--- src/rtl/srec_load_arbiter.sv ---
`default_nettype none
// ============================================================================
// Module   : srec_load_arbiter
// Purpose  : Funnels S-record parser byte writes through a small FIFO onto a
//            single 32-bit byte-enabled memory write port. The CPU shares the
//            port and is held in reset while a load is in progress. It is
//            released once the stream has been idle for IDLE_TIMEOUT cycles.
//            Parser errors and FIFO overflow are sticky until reset_n.
// Ports    : clock, reset_n (async, active-low)
//            load_*   : parser byte-write stream and error level
//            cpu_*    : CPU write request / grant, CPU reset output
//            mem_*    : registered valid/ready memory write port
//            loading, error : status
// Options  : `define SREC_LOAD_ADDR_LIMIT_EN rejects load addresses outside
//            [LOAD_BASE, LOAD_BASE+LOAD_SIZE) and forces the error state.
// Revision : 1.0 - initial release
// ============================================================================
module srec_load_arbiter #(
  parameter int unsigned FIFO_DEPTH   = 4,
  parameter int unsigned IDLE_TIMEOUT = 5000,
  parameter logic [31:0] LOAD_BASE    = 32'h0000_0000,
  parameter logic [31:0] LOAD_SIZE    = 32'h0001_0000
) (
  input  logic        clock,
  input  logic        reset_n,
  input  logic        load_error,
  input  logic [31:0] load_address,
  input  logic [7:0]  load_byte,
  input  logic        load_write,
  input  logic        cpu_req,
  input  logic [31:0] cpu_addr,
  input  logic [31:0] cpu_wdata,
  input  logic [3:0]  cpu_be,
  output logic        cpu_gnt,
  output logic        cpu_reset_n,
  output logic        mem_valid,
  output logic [31:0] mem_addr,
  output logic [31:0] mem_wdata,
  output logic [3:0]  mem_be,
  input  logic        mem_ready,
  output logic        loading,
  output logic        error
);

  localparam int unsigned c_ptr_w = (FIFO_DEPTH > 1) ? $clog2(FIFO_DEPTH) : 1;
  localparam int unsigned c_cnt_w = $clog2(IDLE_TIMEOUT + 1);
  localparam logic [c_cnt_w-1:0] c_idle_max = c_cnt_w'(IDLE_TIMEOUT);

  typedef enum logic [1:0] {
    S_RUN   = 2'd0,
    S_LOAD  = 2'd1,
    S_ERROR = 2'd2
  } state_t;

  state_t r_state;
  state_t w_next_state;

  logic               r_cpu_reset_n;
  logic               r_loading;
  logic               r_error;
  logic [c_cnt_w-1:0] r_idle_cnt;
  logic [c_cnt_w-1:0] w_idle_cnt_nxt;

  // FIFO entry layout: {byte address[31:0], data byte[7:0]}
  logic [39:0]        r_fifo [FIFO_DEPTH];
  logic [c_ptr_w:0]   r_wr_ptr;
  logic [c_ptr_w:0]   r_rd_ptr;
  logic [39:0]        w_head;
  logic               w_empty;
  logic               w_full;

  logic               r_mem_valid;
  logic [31:0]        r_mem_addr;
  logic [31:0]        r_mem_wdata;
  logic [3:0]         r_mem_be;
  logic               r_owner_ld;

  logic               w_xfer;
  logic               w_pop;
  logic               w_addr_ok;
  logic               w_addr_err;
  logic               w_push_req;
  logic               w_push;
  logic               w_overflow;
  logic               w_idle_now;
  logic               w_ld_issue;
  logic               w_cpu_gnt;

`ifdef SREC_LOAD_ADDR_LIMIT_EN
  // 33-bit upper bound so a window ending at 2^32 does not wrap to zero.
  logic [32:0]        w_lim_hi;
  logic               w_unused_cfg;
  assign w_lim_hi     = {1'b0, LOAD_BASE} + {1'b0, LOAD_SIZE};
  assign w_addr_ok    = ({1'b0, load_address} >= {1'b0, LOAD_BASE}) &&
                        ({1'b0, load_address} <  w_lim_hi);
  assign w_unused_cfg = ^cpu_addr[1:0];
`else
  logic               w_unused_cfg;
  assign w_addr_ok    = 1'b1;
  assign w_unused_cfg = ^{cpu_addr[1:0], LOAD_BASE, LOAD_SIZE};
`endif

  // --------------------------------------------------------------------------
  // FIFO status. The in-flight loader entry stays in the FIFO until its
  // memory transfer completes, so it still counts towards fullness.
  // --------------------------------------------------------------------------
  assign w_empty = (r_wr_ptr == r_rd_ptr);
  assign w_full  = (r_wr_ptr[c_ptr_w] != r_rd_ptr[c_ptr_w]) &&
                   (r_wr_ptr[c_ptr_w-1:0] == r_rd_ptr[c_ptr_w-1:0]);
  assign w_head  = r_fifo[r_rd_ptr[c_ptr_w-1:0]];

  assign w_xfer     = r_mem_valid & mem_ready;
  assign w_pop      = w_xfer & r_owner_ld;
  // load_error beats a simultaneous load_write: the byte is never queued.
  assign w_push_req = load_write & (r_state != S_ERROR) & ~load_error & w_addr_ok;
  assign w_overflow = w_push_req & w_full & ~w_pop;
  assign w_push     = w_push_req & ~w_overflow;
  assign w_addr_err = load_write & ~w_addr_ok & (r_state != S_ERROR);

  // The counter value is the number of consecutive idle cycles including
  // the current one, saturating at IDLE_TIMEOUT.
  assign w_idle_now     = ~load_write & w_empty;
  assign w_idle_cnt_nxt = !w_idle_now ? '0 :
                          (r_idle_cnt == c_idle_max) ? r_idle_cnt :
                          r_idle_cnt + 1'b1;

  // --------------------------------------------------------------------------
  // Next-state and grant logic
  // --------------------------------------------------------------------------
  always_comb begin
    w_next_state = r_state;
    w_cpu_gnt    = 1'b0;
    w_ld_issue   = 1'b0;

    case (r_state)
      S_RUN: begin
        if (load_write) begin
          w_next_state = S_LOAD;
        end
      end
      S_LOAD: begin
        if (w_idle_now && (w_idle_cnt_nxt == c_idle_max) && !r_mem_valid) begin
          w_next_state = S_RUN;
        end
      end
      S_ERROR: begin
        w_next_state = S_ERROR;
      end
      default: begin
        w_next_state = S_ERROR;
      end
    endcase

    if ((r_state != S_ERROR) && (load_error || w_overflow || w_addr_err)) begin
      w_next_state = S_ERROR;
    end

    // r_cpu_reset_n keeps the grant off while the CPU is still held in reset.
    w_cpu_gnt = (r_state == S_RUN) & r_cpu_reset_n & cpu_req & w_empty &
                ~r_mem_valid & ~load_write & ~load_error;

    w_ld_issue = (r_state == S_LOAD) & (w_next_state != S_ERROR) &
                 ~r_mem_valid & ~w_empty;
  end

  always_ff @(posedge clock or negedge reset_n) begin
    if (!reset_n) begin
      r_state       <= S_RUN;
      r_cpu_reset_n <= 1'b0;
      r_loading     <= 1'b0;
      r_error       <= 1'b0;
      r_idle_cnt    <= '0;
    end else begin
      r_state       <= w_next_state;
      r_cpu_reset_n <= (w_next_state == S_RUN);
      r_loading     <= (w_next_state == S_LOAD);
      r_error       <= (w_next_state == S_ERROR);
      r_idle_cnt    <= (r_state == S_LOAD) ? w_idle_cnt_nxt : '0;
    end
  end

  // --------------------------------------------------------------------------
  // FIFO pointers: flushed on (and while in) the error state.
  // --------------------------------------------------------------------------
  always_ff @(posedge clock or negedge reset_n) begin
    if (!reset_n) begin
      r_wr_ptr <= '0;
      r_rd_ptr <= '0;
    end else if (w_next_state == S_ERROR) begin
      r_wr_ptr <= '0;
      r_rd_ptr <= '0;
    end else begin
      if (w_push) begin
        r_wr_ptr <= r_wr_ptr + 1'b1;
      end
      if (w_pop) begin
        r_rd_ptr <= r_rd_ptr + 1'b1;
      end
    end
  end

  always_ff @(posedge clock) begin
    if (w_push) begin
      r_fifo[r_wr_ptr[c_ptr_w-1:0]] <= {load_address, load_byte};
    end
  end

  // --------------------------------------------------------------------------
  // Memory port. A new write is launched only when the port is empty, so
  // payload and owner cannot change while mem_valid waits for mem_ready.
  // --------------------------------------------------------------------------
  always_ff @(posedge clock or negedge reset_n) begin
    if (!reset_n) begin
      r_mem_valid <= 1'b0;
      r_mem_addr  <= '0;
      r_mem_wdata <= '0;
      r_mem_be    <= '0;
      r_owner_ld  <= 1'b0;
    end else begin
      if (w_xfer) begin
        r_mem_valid <= 1'b0;
      end
      if (w_cpu_gnt) begin
        r_mem_valid <= 1'b1;
        r_mem_addr  <= {cpu_addr[31:2], 2'b00};
        r_mem_wdata <= cpu_wdata;
        r_mem_be    <= cpu_be;
        r_owner_ld  <= 1'b0;
      end else if (w_ld_issue) begin
        r_mem_valid <= 1'b1;
        r_mem_addr  <= {w_head[39:10], 2'b00};
        r_mem_wdata <= {4{w_head[7:0]}};
        r_mem_be    <= 4'b0001 << w_head[9:8];
        r_owner_ld  <= 1'b1;
      end
    end
  end

  assign cpu_gnt     = w_cpu_gnt;
  assign cpu_reset_n = r_cpu_reset_n;
  assign mem_valid   = r_mem_valid;
  assign mem_addr    = r_mem_addr;
  assign mem_wdata   = r_mem_wdata;
  assign mem_be      = r_mem_be;
  assign loading     = r_loading;
  assign error       = r_error;

endmodule
`default_nettype wire

--- config.mk ---
export PLATFORM = sky130hd
export DESIGN_NAME = srec_load_arbiter
export DESIGN_NICKNAME = d
export VERILOG_FILES = /design/src/rtl/srec_load_arbiter.sv
export SDC_FILE = /design/constraint.sdc
export NUM_CORES = 1
export LEC_CHECK = 0
export CAP_MARGIN = 20
export CORE_ASPECT_RATIO = 2
export CORE_UTILIZATION = 57
export DETAILED_ROUTE_END_ITERATION = 10
export HOLD_SLACK_MARGIN = 0.08
export MAX_ROUTING_LAYER = met4
export PLACE_DENSITY = 0.87
export SETUP_SLACK_MARGIN = 0.4
export SYNTH_ARGS = -nofsm -noshare
export SYNTH_HDL_FRONTEND = slang
export SYNTH_SLANG_ARGS = --single-unit
--- constraint.sdc ---
create_clock -name clock -period 4.3 [get_ports clock]
set_clock_uncertainty 0.2 [all_clocks]
set_input_delay 0.43 -clock clock [delete_from_list [all_inputs] [get_ports clock]]
set_output_delay 0.43 -clock clock [all_outputs]
set_load 0.005 [all_outputs]
### After elaboration in Yosys (flattened, before gate mapping)

Memories as Yosys holds them, arrays and structs flattened.
Cells that the tools add are included.

| operators by class | value |
|---|---|
| multiplexer cells | 24 |
| reduce and logical (&&, ||, !) cells | 12 |
| bitwise operators | 23 |
| shifts and indexed selects | 1 |
| $add $sub $neg | 3 |
| equality and inequality tests | 10 |

Operators by type and width:

| cell | count |
|---|---|
| 2-to-1 mux 32 bit | 4 |
| 2-to-1 mux 13 bit | 3 |
| == test 13 bit, second input constant | 2 |
| bitwise AND 1 bit | 17 |
| adder 13 x 1 -> 13 bit, second input constant | 1 |
| 2-to-1 mux 3 bit | 4 |
| 2-to-1 mux 4 bit | 2 |
| 2-to-1 mux 1 bit | 7 |
| adder 3 x 1 -> 3 bit, second input constant | 2 |
| 2-to-1 mux 2 bit | 3 |
| NOT 1 bit | 6 |
| nonzero test 2 bit | 3 |
| == test 2 x 1 -> 1 bit, second input constant | 2 |
| logical AND 1 bit | 4 |
| logical NOT 2 bit | 2 |
| inequality test 2 bit, second input constant | 2 |
| one-hot mux 2 bit (2 select lines) | 1 |
| << shifter 1 x 2 -> 4 bit, first input constant | 1 |
| == test 3 bit | 1 |
| nonzero test 3 bit | 1 |
| == test 2 bit | 1 |
| == test 2 bit, second input constant | 1 |
| logical NOT 1 bit | 1 |
| logical OR 1 bit | 1 |
| inequality test 1 bit | 1 |

| word-level totals | value |
|---|---|
| input bits | 114 |
| logic and storage cells | 86 |
| bits in registers | 94 |
| bits in writable memories | 160 |
| output and inout bits | 73 |
| memories | 1 |

Memory list:

| name | depth | width | read ports | clocked after memory_dff | wr ports | RTL line | RTL |
|---|---|---|---|---|---|---|---|
| r_fifo | 4 | 40 | 1 | 0 | 1 | 65 | `logic [39:0] r_fifo [FIFO_DEPTH];` |

### Depth between registers and ports, before layout

Gate-level depths: netlist of run 1.

| logic depth | value |
|---|---|
| depth in word-level cells | 15 |
| gate-level depth with buffers | 9 |
| gate-level depth less buffers | 8 |

### Worst setup path after synthesis of run 1

OpenSTA, ideal clock, no wires.

| timing | value |
|---|---|
| path kind | reg2reg |
| from | register r_rd_ptr[0] |
| to | memory r_fifo[0][0] (enable) |
| required time | 3.721 ns |
| path slack | 1.765 ns |
| path buffers | 1 |
| period minus slack after synthesis | 2.535 ns |
| arrival | 1.956 ns |
| setup time | 0.379 ns |
| stages on the path, launching flop included | 6 |
| path through | dfrtp_1 > buf_12 > xor2_4 > nor3_2 > a2111oi_4 > and2_2 |

| between the ends | value |
|---|---|
| word-level cells in the longest chain between the ends | 8 |

Ends and longest elaborated chain:

| what | RTL line | RTL |
|---|---|---|
| start: declaration | 67 | `logic [c_ptr_w:0] r_rd_ptr;` |
| start signal: assignment | 197 | `r_rd_ptr <= r_rd_ptr + 1'b1;` |
| == test 2 bit | 109 | `(r_wr_ptr[c_ptr_w-1:0] == r_rd_ptr[c_ptr_w-1:0]);` |
| logical AND 1 bit | 108 | `assign w_full = (r_wr_ptr[c_ptr_w] != r_rd_ptr[c_ptr_w]) &&` |
| bitwise AND 1 bit (2 in a row) | 116 | `assign w_overflow = w_push_req & w_full & ~w_pop;` |
| NOT 1 bit | 117 | `assign w_push = w_push_req & ~w_overflow;` |
| bitwise AND 1 bit | 117 |  |
| 2-to-1 mux 1 bit | 203 | `if (w_push) begin` |
| 2-to-1 mux 1 bit (not written as such) | 204 | `r_fifo[r_wr_ptr[c_ptr_w-1:0]] <= {load_address, load_byte};` |
| end: declaration | 65 |  |

Every way passes these cells.

### Worst setup path in the final report of run 1

| timing | value |
|---|---|
| from | register r_wr_ptr[1] |
| to | output port cpu_gnt |

| between the ends | value |
|---|---|
| word-level cells in the longest chain between the ends | 5 |

Ends and longest elaborated chain:

| what | RTL line | RTL |
|---|---|---|
| start: declaration | 66 | `logic [c_ptr_w:0] r_wr_ptr;` |
| start signal: assignment | 194 | `r_wr_ptr <= r_wr_ptr + 1'b1;` |
| == test 3 bit | 107 | `assign w_empty = (r_wr_ptr == r_rd_ptr);` |
| bitwise AND 1 bit (2 in a row) | 159 | `w_cpu_gnt = (r_state == S_RUN) & r_cpu_reset_n & cpu_req & w_empty &` |
| bitwise AND 1 bit (2 in a row) | 160 | `~r_mem_valid & ~load_write & ~load_error;` |
| end: declaration | 34 | `output logic cpu_gnt,` |

Every way passes these cells.

==> impl_metrics.ini, run 1 <==
[yosys]
synth_cells = 686
synth_top_area_share = 0.459
ys.flop_type = edfxtp_1
synthTopCellsByArea = edfxtp_1 (46%), dfrtp_1 (22%), mux4_2 (8.6%), mux2i_1 (3.1%), o21ai_1 (3.0%)
postSynthAreaPerCell_um2 = 15.2
synth_edf_count = 160
ys_ff_latch = 252
yosys.area.top_type = edfxtp_1
synth_cell_types = 55
synth_seq_area_share = 0.680
synth_commonest_cells = edfxtp_1 (160), dfrtp_1 (92), nand2_1 (81), o21ai_1 (63), a21oi_1 (42)
synthArstFlopShare = 0.365
syn-cell-area_um2 = 10500
yosys_warnings = 0
yosysMostFrequentCell = edfxtp_1

[pwr]
pwr-share-clk = 0.402
swShare = 0.189
seq_power_share = 0.563
power_mw = 4.59
internal_power_mw = 3.72
p_sw_uw = 868
ir_drop_mv = 0.527
p_comb_frac = 0.034
leakage_nw = 4.81
p_per_area_nw_per_um2 = 353

[layout]
final_cell_area_um2 = 13000
fin_cells = 1090
drive_gt1_frac = 0.117
fin_nets = 980
syn2layout_area_growth_pct = 24.5
utilization = 0.728

[clock_tree]
htree_levels = 1
clk_pin_slew_ps = 70
clock-sinks = 252
cts_buffers = 22
clkLatencyLatePin_ps = 500
cts-root-buf = clkbuf_16
postCtsSetupRepairBufs = 0
cts_tree = yes
cts_buffer_depth = 3

[floorplanning]
start_util = 0.585
die_x_um = 97.8
num_io_pins = 187
die-height_um = 194
core_um2 = 17900
die_area_um2 = 18900
rows = 69

[drt]
wl_per_cell_um = 19.8
firstDrtPassIters = 8
drc = 24
routed_via_density = 5.74
drtIter0Drc = 264
wirelength_um = 21600
via_count = 6257
drtAntennaViolNets = 0

[timing]
period_needed_ps = 3040
setup_viol = 0
fmax_mhz = 329
rsz0062_at_grt = false
fin_ws_ps = 1260
setup_tns_ps = 0
min_period_over_period = 0.706
slew_headroom = 0.416
tightest_slew_ps = 876
hold_viol_final = 0
worst_hold_slack_ps = 258
slew_viol_final = 0

[placement]
place_hpwl_um = 14100
numPortBuffers = 182
detailedPlace.worstSlack_ps = 1180
place_area_um2 = 12300
gp_congestion = 0.848
dp.cells = 1047

[setup_path]
crit_family = simple AND/OR/NAND/NOR gates
worstPathArrival_ps = 2410
path_cells = xor2_4 -> nor4_4 -> and3_4 -> clkdlybuf4s50_1
worst_setup_path_start_kind = register
cp_max_fo = 5
reg2reg_slack_ps = 1580
path_buf_inv = 1
path_class = reg -> out
critPathMaxStageDelay_ps = 530
crit_slowest_cell = clkdlybuf4s50_1
worstSetupEndpointType = primary output
crit_required_ps = 3670

[hold_path]
hold_path_class = in -> reg

[global_route]
grt_pass1_wl_um = 34500
grt_overflow = 0
grt_usage = 0.245
first_global_vias = 6523
antenna_found_initial = 2
grt_max_degree = 135

[status]
violations = design-rule violations
outcome = complete, but fails checks

[flow_run]
cap_violations = 0
## cells by family (layout without fill, tap and decap cells)
| group | count (synthesis) | after routing | share of synthesized area |
|---|---|---|---|
| other | 1 | 4 | 0.000359 |
| AOI/OAI and AO/OA | 127 | 127 | 0.0675 |
| muxes | 72 | 72 | 0.117 |
| buffers and inverters | 51 | 239 | 0.0325 |
| adders and majority gates | 7 | 7 | 0.00837 |
| xor gates and xnor gates | 18 | 18 | 0.0194 |
| DFF | 252 | 252 | 0.680 |
| and+or+nand+nor | 158 | 158 | 0.0756 |
## metal layers
layer / wire, um / vias to the layer above / global-route usage
li1: - / 2883 / -
met1: 7870 / 3106 / 0.278
met2: 11800 / 210 / 0.427
met3: 973 / 58 / 0.0329
met4: 882 / 0 / 0.117
met5: 0 / - / -
## sequential cells by signal (all words and copies together) (netlist names)
signal       count
r_owner_ld       1
r_rd_ptr         3
r_fifo         160
mem_valid        1
cpu_reset_n      1
mem_addr        30
error            1
loading          1
mem_be           4
mem_wdata       32
r_state          2
r_idle_cnt      13
r_wr_ptr         3
## cell type report
type / count / area (um^2)
inverters: 7 / 26.3
flip-flops and latches: 252 / 7110
clock inverters: 11 / 73.8
clock buffers: 29 / 598
diodes: 2 / 5.00
well taps: 213 / 267
multi-input cells: 384 / 3030
fillers: 1097 / 4850
repair buffers: 192 / 1910
## worst paths after layout
kind                                from       endpoint  depth (start not counted)
min reg2reg                   r_owner_ld     r_owner_ld                          2
max reg2reg                  r_wr_ptr[1]  r_fifo[1][12]                          5
max                          r_wr_ptr[1]        cpu_gnt                          4
min                        cpu_wdata[14]  mem_wdata[14]                          3
min in group asynchronous        reset_n     r_state[0]                          2
max in group asynchronous        reset_n    mem_addr[3]                          3
## cells in the final DEF, fill, tap and decap left out, types with 4 or more instances in the layout
cell,instances
dfrtp_1,90
buf_4,9
clkbuf_1,6
clkdlybuf4s50_1,181
ha_1,7
clkbuf_16,23
o21ai_1,63
nand2_1,81
and3_1,5
nor3_1,4
o21ai_0,7
xor2_1,7
a21oi_1,42
edfxtp_1,160
nor2b_1,9
xnor2_1,8
nor2_1,22
inv_1,7
nand3_1,6
clkinv_1,7
mux4_2,40
mux2i_1,32
## what timing repair did
action	CTS	global route
hold buffers	1	0
hold endpoints to repair	66	0
resized for setup	0	0
## power by group through the flow
stage                     clock, mW  sequential (mW)  combinational [mW]
after global placement            0             2.64               0.152
final                          1.85             2.59               0.157
after detailed placement          0             2.64               0.157
after floorplan                   0             2.64              0.0102
after global routing           1.98             2.59               0.170
after CTS                      1.89             2.59               0.159
## worst reg2reg max path, delay by kind of cell (launching register included)
kind / cells / cell delay [ps]
flip-flops: 1 / 530
XOR/XNOR: 1 / 230
AND/OR/NAND/NOR: 2 / 330
buffers and inverters: 1 / 490
AO/OA/AOI/OAI: 1 / 550
No activity file was read; power rests on OpenSTA's default activity.
==> run 2, diff against run 1 <==
Settings changed: CORE_UTILIZATION 57 to 48, PLACE_DENSITY 0.87 to 0.78.
Clock period 4.3 ns to 2.5 ns, I/O delays scaled along.
==> run 2 against run 1 <==
  * The flow now finishes without violations
  * Total power up 87%
  * Critical path depth up 3
  * Clock power up 100%
  * Worst hold slack worse by 150 ps
==> impl_metrics.ini, run 2 (synthesis results as in run 1) <==
[floorplanning]
die_x_um = 106
die_area_um2 = 22400
rows = 76
die-height_um = 211
start_util = 0.487
core_um2 = 21500
num_io_pins = 187

[layout]
drive_gt1_frac = 0.317
final_common_cell = clkdlybuf4s50_1
utilization = 0.740
fill_cells = 1271
fin_nets = 1124
final_cell_mix = clkdlybuf4s50_1 (180), edfxtp_1 (160), dfrtp_1 (84), dlygate4sd3_1 (58), clkbuf_16 (42)
largest_reg_flops = 160
syn2layout_area_growth_pct = 52.0

[setup_path]
worstPathArrival_ps = 2310
critPathCapture = r_fifo[1][22]
r2r-end = r_fifo[1][22]
timing.rr.start = r_wr_ptr[1]
path_class = reg -> reg
worstSetupEndpointType = register
critPathMaxStageDelay_ps = 440
crit_slowest_cell = dfrtp_2
reg2reg_slack_ps = 210
r2r_cells = 7
crit_required_ps = 2520
cp-startpoint = r_wr_ptr[1]
critPathMostFrequentCell = buf_12
cp_max_fo = 16
worst_setup_path_start_kind = register
path_cells = xor2_4 -> buf_12 -> nor3_4 -> a2111oi_4 -> buf_4 -> and2_4 -> buf_12

[drt]
wl_per_cell_um = 23.8
routed_via_density = 5.66
wirelength_um = 30800
drtIter0Drc = 401
firstDrtPassIters = 4
drc = 0
via_count = 7333
drtAntennaViolNets = 0

[placement]
gp_congestion = 0.819
numPortBuffers = 182
place_hpwl_um = 14300

[pwr]
swShare = 0.194
p_comb_frac = 0.045
p_sw_mw = 1.67
p_per_area_nw_per_um2 = 541
pwr-share-clk = 0.438
leakage_nw = 6.13
seq_power_share = 0.517
internal_power_mw = 6.94
ir_drop_mv = 0.586

[global_route]
first_global_vias = 7215
grt_max_degree = 47
antenna_found_initial = 2
grt_overflow = 0
grt_usage = 0.232
grt_pass1_wl_um = 38300

[flow_run]
cap_violations = 0

[timing]
period_needed_ps = 2290
setup_tns_ps = 0
min_period_over_period = 0.916
fmax_mhz = 437
rsz0062_at_grt = true
hold_viol_final = 0
slew_viol_final = 0
setup_viol = 0

[clock_tree]
cts-root-buf = clkbuf_16
clock-sinks = 252
clkLatencyLatePin_ps = 530
cts_buffers = 23
cts_buffer_depth = 3
clk_pin_slew_ps = 70
cts_tree = yes
htree_levels = 1

[hold_path]
hold_path_class = in -> reg

[status]
outcome = completed
[run 2: changes by cell type in the layout (fill, tap and decap cells not counted), sizes merged]
cell           change
clkinvlp           +1
buf               +68
clkinv             -4
clkdlybuf4s50      -1
dlygate4sd3       +57
clkbuf            +19
inv                +1
bufinv             +4
[run 2: area by class of cell]
cell class | count | area [um^2] | share of cell area
multi-input combinational | 384 | 3640 | 0.229
antenna | 2 | 5.00 | 0.000315
clock buffer | 29 | 608 | 0.0382
sequential | 252 | 7120 | 0.448
clock inverter | 13 | 195 | 0.0123
tap | 273 | 342 | 0.0215
inverter | 7 | 26.3 | 0.00165
timing repair buffer | 335 | 3970 | 0.250
[run 2: worst min path at each step]
stage               depth (start not counted)       endpoint    startpoint  slack (ps)
floorplan                                   0    cpu_reset_n       reset_n        -250
global route                                3   mem_wdata[7]  cpu_wdata[7]         120
finish                                      3   mem_wdata[7]  cpu_wdata[7]         110
CTS                                         3   mem_wdata[2]  cpu_wdata[2]          80
global placement                            1  mem_wdata[13]       reset_n         -20
detailed placement                          1  mem_wdata[13]       reset_n         -10
[run 2: worst max-delay path: cells and delay by family (launching register included)]
| family | cells | cell delay (ps) |
|---|---|---|
| AOI/OAI and AO/OA | 1 | 340 |
| xor gates and xnor gates | 1 | 250 |
| buffers and inverters | 3 | 510 |
| DFF | 1 | 440 |
| and+or+nand+nor | 2 | 260 |
[run 2: power by group through the flow]
stage                     combinational, mW  clock, mW  sequential (mW)
after floorplan                      0.0175          0             4.54
after global placement                0.271          0             4.54
after detailed placement              0.277          0             4.54
after CTS                             0.357       3.80             4.45
after global routing                  0.407       3.98             4.45
final                                 0.386       3.77             4.45
[run 2: timing repair]
item,CTS,global route
setup endpoints to repair,222,235
endpoints found under the hold margin,147,1
gates cloned,5,25
hold buffers,58,1
setup buffers,14,23
gates resized for setup,30,180
pin swaps,14,59
[run 2: metrics by stage]
| step | cells | cell area, um^2 | total power, mW | hold WS [ps] | worst slack [ps] |
|---|---|---|---|---|---|
| 2_1_floorplan | 687 | 10500 | 4.56 | -246 | 199 |
| 3_5_place_dp | 1125 | 12700 | 4.81 | -12.9 | -63.4 |
| 3_3_place_gp | 1125 | 12700 | 4.81 | -16.5 | -20.8 |
| 5_1_grt | 1295 | 15900 | 8.83 | 123 | 108 |
| 4_1_cts | 1244 | 14500 | 8.61 | 80.4 | 223 |
| 6_report | 1295 | 15900 | 8.60 | 111 | 210 |
[run 2: per-layer routing]
layer	GRT usage	wire [um]
met4	0.0967	1650
met1	0.263	11100
met2	0.412	16700
met5	-	0
met3	0.0265	1300
